$ cat src/rtl/mtm_alu_serializer.sv
// ALU result serialiser: sends C/CTL as 11-bit frames on an idle-high line (optional inter-frame gap: MTM_SER_GAP_EN).
// Latency: first start bit the cycle after accept; done at accept + 55*BIT_CYCLES+1 (error: 11*BIT_CYCLES+1).
// Backpressure: in_ready is low from accept until the DONE cycle; in_valid seen while in_ready=0 is dropped.
module mtm_alu_serializer #(
    parameter int BIT_CYCLES = 1
) (
    input  logic        clk,
    input  logic        rst,
    input  logic [31:0] C,
    input  logic [7:0]  CTL,
    input  logic        in_valid,
    output logic        in_ready,
    output logic        sout,
    output logic        done
);

    localparam logic [7:0] BC_LAST = 8'(BIT_CYCLES - 1);

    typedef enum logic [2:0] {
        S_IDLE,
        S_START,
        S_TYPE,
        S_DATA,
        S_STOP,
`ifdef MTM_SER_GAP_EN
        S_GAP,
`endif
        S_DONE
    } state_t;

    state_t      state;
    logic [31:0] c_q;
    logic [7:0]  ctl_q;
    logic [7:0]  shreg;
    logic [7:0]  bit_cnt;
    logic [2:0]  bit_idx;
    logic [2:0]  frame_cnt;
    logic [7:0]  frame_byte;
    logic        accept;
    logic        bit_end;

    assign accept  = in_valid && in_ready;
    assign bit_end = (bit_cnt == BC_LAST);

    // Frame 4 is always the CTL frame; error packets jump straight to it.
    always_comb begin
        frame_byte = ctl_q;
        case (frame_cnt)
            3'd0:    frame_byte = c_q[31:24];
            3'd1:    frame_byte = c_q[23:16];
            3'd2:    frame_byte = c_q[15:8];
            3'd3:    frame_byte = c_q[7:0];
            default: frame_byte = ctl_q;
        endcase
    end

    always_ff @(posedge clk or posedge rst) begin
        if (rst) begin
            state     <= S_IDLE;
            c_q       <= '0;
            ctl_q     <= '0;
            shreg     <= '0;
            bit_cnt   <= '0;
            bit_idx   <= '0;
            frame_cnt <= '0;
            in_ready  <= 1'b1;
            sout      <= 1'b1;
            done      <= 1'b0;
        end else begin
            case (state)
                S_IDLE, S_DONE: begin
                    done <= 1'b0;
                    if (accept) begin
                        c_q       <= C;
                        ctl_q     <= CTL;
                        frame_cnt <= CTL[7] ? 3'd4 : 3'd0;
                        bit_cnt   <= '0;
                        in_ready  <= 1'b0;
                        sout      <= 1'b0;
                        state     <= S_START;
                    end else begin
                        state <= S_IDLE;
                    end
                end
                S_START: begin
                    if (bit_end) begin
                        bit_cnt <= '0;
                        sout    <= (frame_cnt == 3'd4);
                        state   <= S_TYPE;
                    end else begin
                        bit_cnt <= bit_cnt + 8'd1;
                    end
                end
                S_TYPE: begin
                    if (bit_end) begin
                        bit_cnt <= '0;
                        sout    <= frame_byte[7];
                        shreg   <= {frame_byte[6:0], 1'b0};
                        bit_idx <= 3'd7;
                        state   <= S_DATA;
                    end else begin
                        bit_cnt <= bit_cnt + 8'd1;
                    end
                end
                S_DATA: begin
                    if (bit_end) begin
                        bit_cnt <= '0;
                        if (bit_idx == 3'd0) begin
                            sout  <= 1'b1;
                            state <= S_STOP;
                        end else begin
                            sout    <= shreg[7];
                            shreg   <= {shreg[6:0], 1'b0};
                            bit_idx <= bit_idx - 3'd1;
                        end
                    end else begin
                        bit_cnt <= bit_cnt + 8'd1;
                    end
                end
                S_STOP: begin
                    if (bit_end) begin
                        bit_cnt <= '0;
                        if (frame_cnt == 3'd4) begin
                            frame_cnt <= '0;
                            done      <= 1'b1;
                            in_ready  <= 1'b1;
                            sout      <= 1'b1;
                            state     <= S_DONE;
                        end else begin
                            frame_cnt <= frame_cnt + 3'd1;
`ifdef MTM_SER_GAP_EN
                            sout      <= 1'b1;
                            state     <= S_GAP;
`else
                            sout      <= 1'b0;
                            state     <= S_START;
`endif
                        end
                    end else begin
                        bit_cnt <= bit_cnt + 8'd1;
                    end
                end
`ifdef MTM_SER_GAP_EN
                S_GAP: begin
                    if (bit_end) begin
                        bit_cnt <= '0;
                        sout    <= 1'b0;
                        state   <= S_START;
                    end else begin
                        bit_cnt <= bit_cnt + 8'd1;
                    end
                end
`endif
                default: begin
                    sout  <= 1'b1;
                    state <= S_IDLE;
                end
            endcase
        end
    end

endmodule

$ cat config.mk
export PLATFORM = sky130hd
export DESIGN_NAME = mtm_alu_serializer
export DESIGN_NICKNAME = d
export VERILOG_FILES = /design/src/rtl/mtm_alu_serializer.sv
export SDC_FILE = /design/constraint.sdc
export NUM_CORES = 1
export LEC_CHECK = 0
export CAP_MARGIN = 20
export CORE_MARGIN = 10
export CORE_UTILIZATION = 59
export CTS_CLUSTER_DIAMETER = 200
export DETAILED_ROUTE_END_ITERATION = 6
export PLACE_DENSITY = 0.95
export SETUP_SLACK_MARGIN = 0.1
export SYNTH_ARGS = -nofsm -noshare
export SYNTH_HDL_FRONTEND = slang
export SYNTH_SLANG_ARGS = --single-unit
$ cat constraint.sdc
create_clock -name clk -period 3.4 [get_ports clk]
set_input_delay 0.51 -clock clk [delete_from_list [all_inputs] [get_ports clk]]
set_output_delay 0.51 -clock clk [all_outputs]
set_load 0.005 [all_outputs]
==> results.txt <==
status = complete, no violations
Synth warnings = 0
leak pwr = 1.79 nW
Setup Buffers After CTS = 0
Hold-fix buffers, CTS = 0
worst path buffer plus inverter count = 1
Site Rows = 27
clock buffer count from CTS = 9
Reg2Reg Capture Point = shreg[1]
Core Region = 5510 sq um
largest net degree at the start of global routing = 41
root buffer cell = clkbuf_8
CP Class = reg2reg
worst min-delay path endpoint = shreg[7]
Worst Hold Depth = 2
Critical R2R Launch = bit_cnt[0]
Synth top area share = 0.487
worst-skew pair later-pin latency = 0.35 ns
DP HPWL = 5560 um
Post-synth ARST share = 1.00
number of nets in the layout = 386
Sw Ratio = 0.214
crit-path leading delay family = simple AND/OR/NAND/NOR gates
Syn Area/Cell = 11.3 sq um
setup TNS = 0 ns
Post-synth EDFFs = 0
Fmax achieved = 443 MHz
placed cell count = 395
worst-path cell chain = inv_1 > ha_1 > nor4b_1 > nand4_1 > a22o_1
CTS tree = done
min-delay src = shreg[7]
die area = 9070 sq um
Critical Path AT = 2.49 ns
leading area contributor after synthesis = dfrtp_1
slowest stage delay, CP = 0.57 ns
Finish-stage setup viols = 0
DRT Wirelength = 7740 um
layout cell share with drive strength beyond 1 = 0.206
P_sw = 0.317 mW
post-route insts no fill = 411
Top FF cell, synth = dfrtp_1
drt wl/cell = 18.8 um
1st-pass router iterations = 5
Die Width = 95.2 um
DR DRC count = 0
Vias/cell = 6.12
# port buffers = 45
Reg2Reg Depth = 5
Worst Hold Margin = 0.486 ns
library cells used by synthesis = 48
gpl congestion = 0.820
die height = 95.2 um
Worst Path Max Fanout = 13
initial antenna violation count = 0
Comb pwr share = 0.047
Layout area overhead = 19.1%
Max Root-Sink Buffers = 2
critical path endpoint category = flop
minimum clock period = 2.26 ns
Peak supply drop = 0.000379 V
Final Cell Area = 3980 sq um
Critical Path Start Type = flop
Synth Register Bits = 67
Max Slew Vio Count = 0
netlist area before placement = 3340 sq um
max_cap viols = 0
Post-CTS Resized = 0
layout filler cell count = 338
first-pass GRT wire length = 13000 um
Worst EP required = 3.63 ns
CTS sink count = 67
Remaining Overflow, GRT = 0
RSZ-0062 raised after global routing = no
HP Class = reg2reg
H-tree depth = 3
Tcrit/Tclk final = 0.664
Post-Synthesis Cells = 295
CP max-delay cell = nand4_1
dpl cell area = 3790 sq um
clock power share = 0.415
Fin. Hold Viols = 0
Rel. slew slack = 0.467
crit path launch = bit_cnt[0]
Final Skew = 0.0132 ns
clk slew on worst S/H paths = 0.06 ns
GRT Total Usage = 0.185
antenna cells = 0
vias post-DR = 2516
Cell Int Power = 1.16 mW
IO Pins = 46
measured slew at the worst slew-check pin = 0.800 ns
Starting Density = 0.606
Power Dens Cells = 373 nW/um^2
largest cells by area after synthesis = dfrtp_1 (49%), mux2_2 (13%), ha_1 (3.4%), a22oi_1 (2.7%), nand2_1 (2.1%)
Reg2Reg Setup Slack = 1.14 ns
register area share after synthesis = 0.503
Syn Nets = 347
Seq pwr share = 0.538
number of global-route vias before repair = 2602
Routed Antenna Nets = 0
initial drt markers = 170
## final cells by class
| type | instances | area, sq um | area share |
|---|---|---|---|
| inverter | 13 | 48.8 | 0.0123 |
| multi-input combinational | 196 | 1500 | 0.377 |
| clock buffer | 14 | 173 | 0.0434 |
| timing repair buffer | 47 | 478 | 0.120 |
| tap | 72 | 90.1 | 0.0227 |
| sequential | 67 | 1680 | 0.422 |
| clock inverter | 2 | 10.0 | 0.00252 |
## worst max-delay path by stage
stage,cells after the start,end,slack [ns]
2_1_floorplan,1,bit_cnt[0],1.21
3_3_place_gp,5,ctl_q[5],1.15
3_5_place_dp,5,c_q[1],1.05
4_1_cts,5,shreg[1],1.18
5_1_grt,5,shreg[1],1.0
6_report,5,shreg[1],1.14
## logic make-up (layout without fill, tap and decap cells)
logic type | after synthesis | in the layout | share of synthesized area
DFF | 67 | 67 | 0.503
xor gates and xnor gates | 2 | 2 | 0.00525
AOI/OAI and AO/OA | 67 | 67 | 0.140
adders and majority gates | 9 | 9 | 0.0337
and+or+nand+nor | 70 | 70 | 0.109
buffers and inverters | 32 | 76 | 0.0484
muxes | 48 | 48 | 0.160
## metrics by stage
stage | util | setup slack, ns | power [mW]
2_1_floorplan | - | 1.21 | 0.825
6_report | 0.722 | 1.14 | 1.48
5_1_grt | 0.722 | 0.999 | 1.53
3_5_place_dp | 0.689 | 1.05 | 0.882
3_3_place_gp | 0.689 | 1.15 | 0.880
4_1_cts | 0.722 | 1.18 | 1.49
## Yosys cell counts, drive strengths merged (2+ instances only)
cell type / number
nand2b: 4
nor2: 11
nand4: 2
and3: 6
nand2: 19
dfrtp: 65
a31oi: 6
dfstp: 2
a22o: 3
a21oi: 12
clkbuf: 11
xnor2: 2
buf: 8
nand3: 10
o21ai: 15
o22ai: 2
nor2b: 6
o31ai: 3
a22oi: 12
or3: 3
a21o: 2
ha: 9
mux2: 41
mux2i: 7
inv: 13
a221oi: 4
nor3: 2
and2: 2
## cells in the final DEF, fill, tap and decap left out, types with 2 or more instances in the layout
cell             instances
dfrtp_1                 65
clkdlybuf4s50_1         45
mux2_2                  40
nand2_1                 19
o21ai_0                 13
inv_1                   12
a21oi_1                 12
a22oi_1                 12
clkbuf_8                12
nor2_1                  11
nand3_1                 10
ha_1                     9
mux2i_1                  7
nor2b_1                  6
and3_1                   6
a31oi_1                  6
nand2b_1                 4
a221oi_1                 4
o31ai_1                  3
and2_2                   2
xnor2_1                  2
or3_1                    2
o21ai_2                  2
nor3_1                   2
nand4_1                  2
a22o_1                   2
o22ai_1                  2
a21o_1                   2
clkbuf_1                 2
clkinv_2                 2
dfstp_2                  2
## worst reg2reg max path, delay by kind of cell (launching register included)
family,cells,cell delay [ns]
adder cells (fa/ha/maj),1,0.16
buffers and inverters,1,0.07
flip-flops,1,0.41
AO/OA/AOI/OAI,1,0.41
AND/OR/NAND/NOR,2,1.10
## flip-flops by register name, summed over array words and instances (netlist names)
register,flops
done,1
state,3
bit_idx,3
ctl_q,8
sout,1
frame_cnt,3
bit_cnt,8
in_ready,1
c_q,32
shreg,7
## power groups by stage
stage / clock network, mW / logic [mW] / registers, mW
2_1_floorplan: 0 / 0.0130 / 0.812
3_3_place_gp: 0 / 0.0684 / 0.812
3_5_place_dp: 0 / 0.0703 / 0.812
4_1_cts: 0.621 / 0.0709 / 0.797
5_1_grt: 0.659 / 0.0757 / 0.796
6_report: 0.615 / 0.0695 / 0.797
## routing by layer
metal,vias up,share of wire,GRT usage
li1,1142,-,-
met1,1275,0.40,0.215
met2,83,0.52,0.317
met3,16,0.056,0.0621
met4,0,0.017,0.0574
met5,-,0,0
Note: power is estimated with default switching activity, not from simulation.
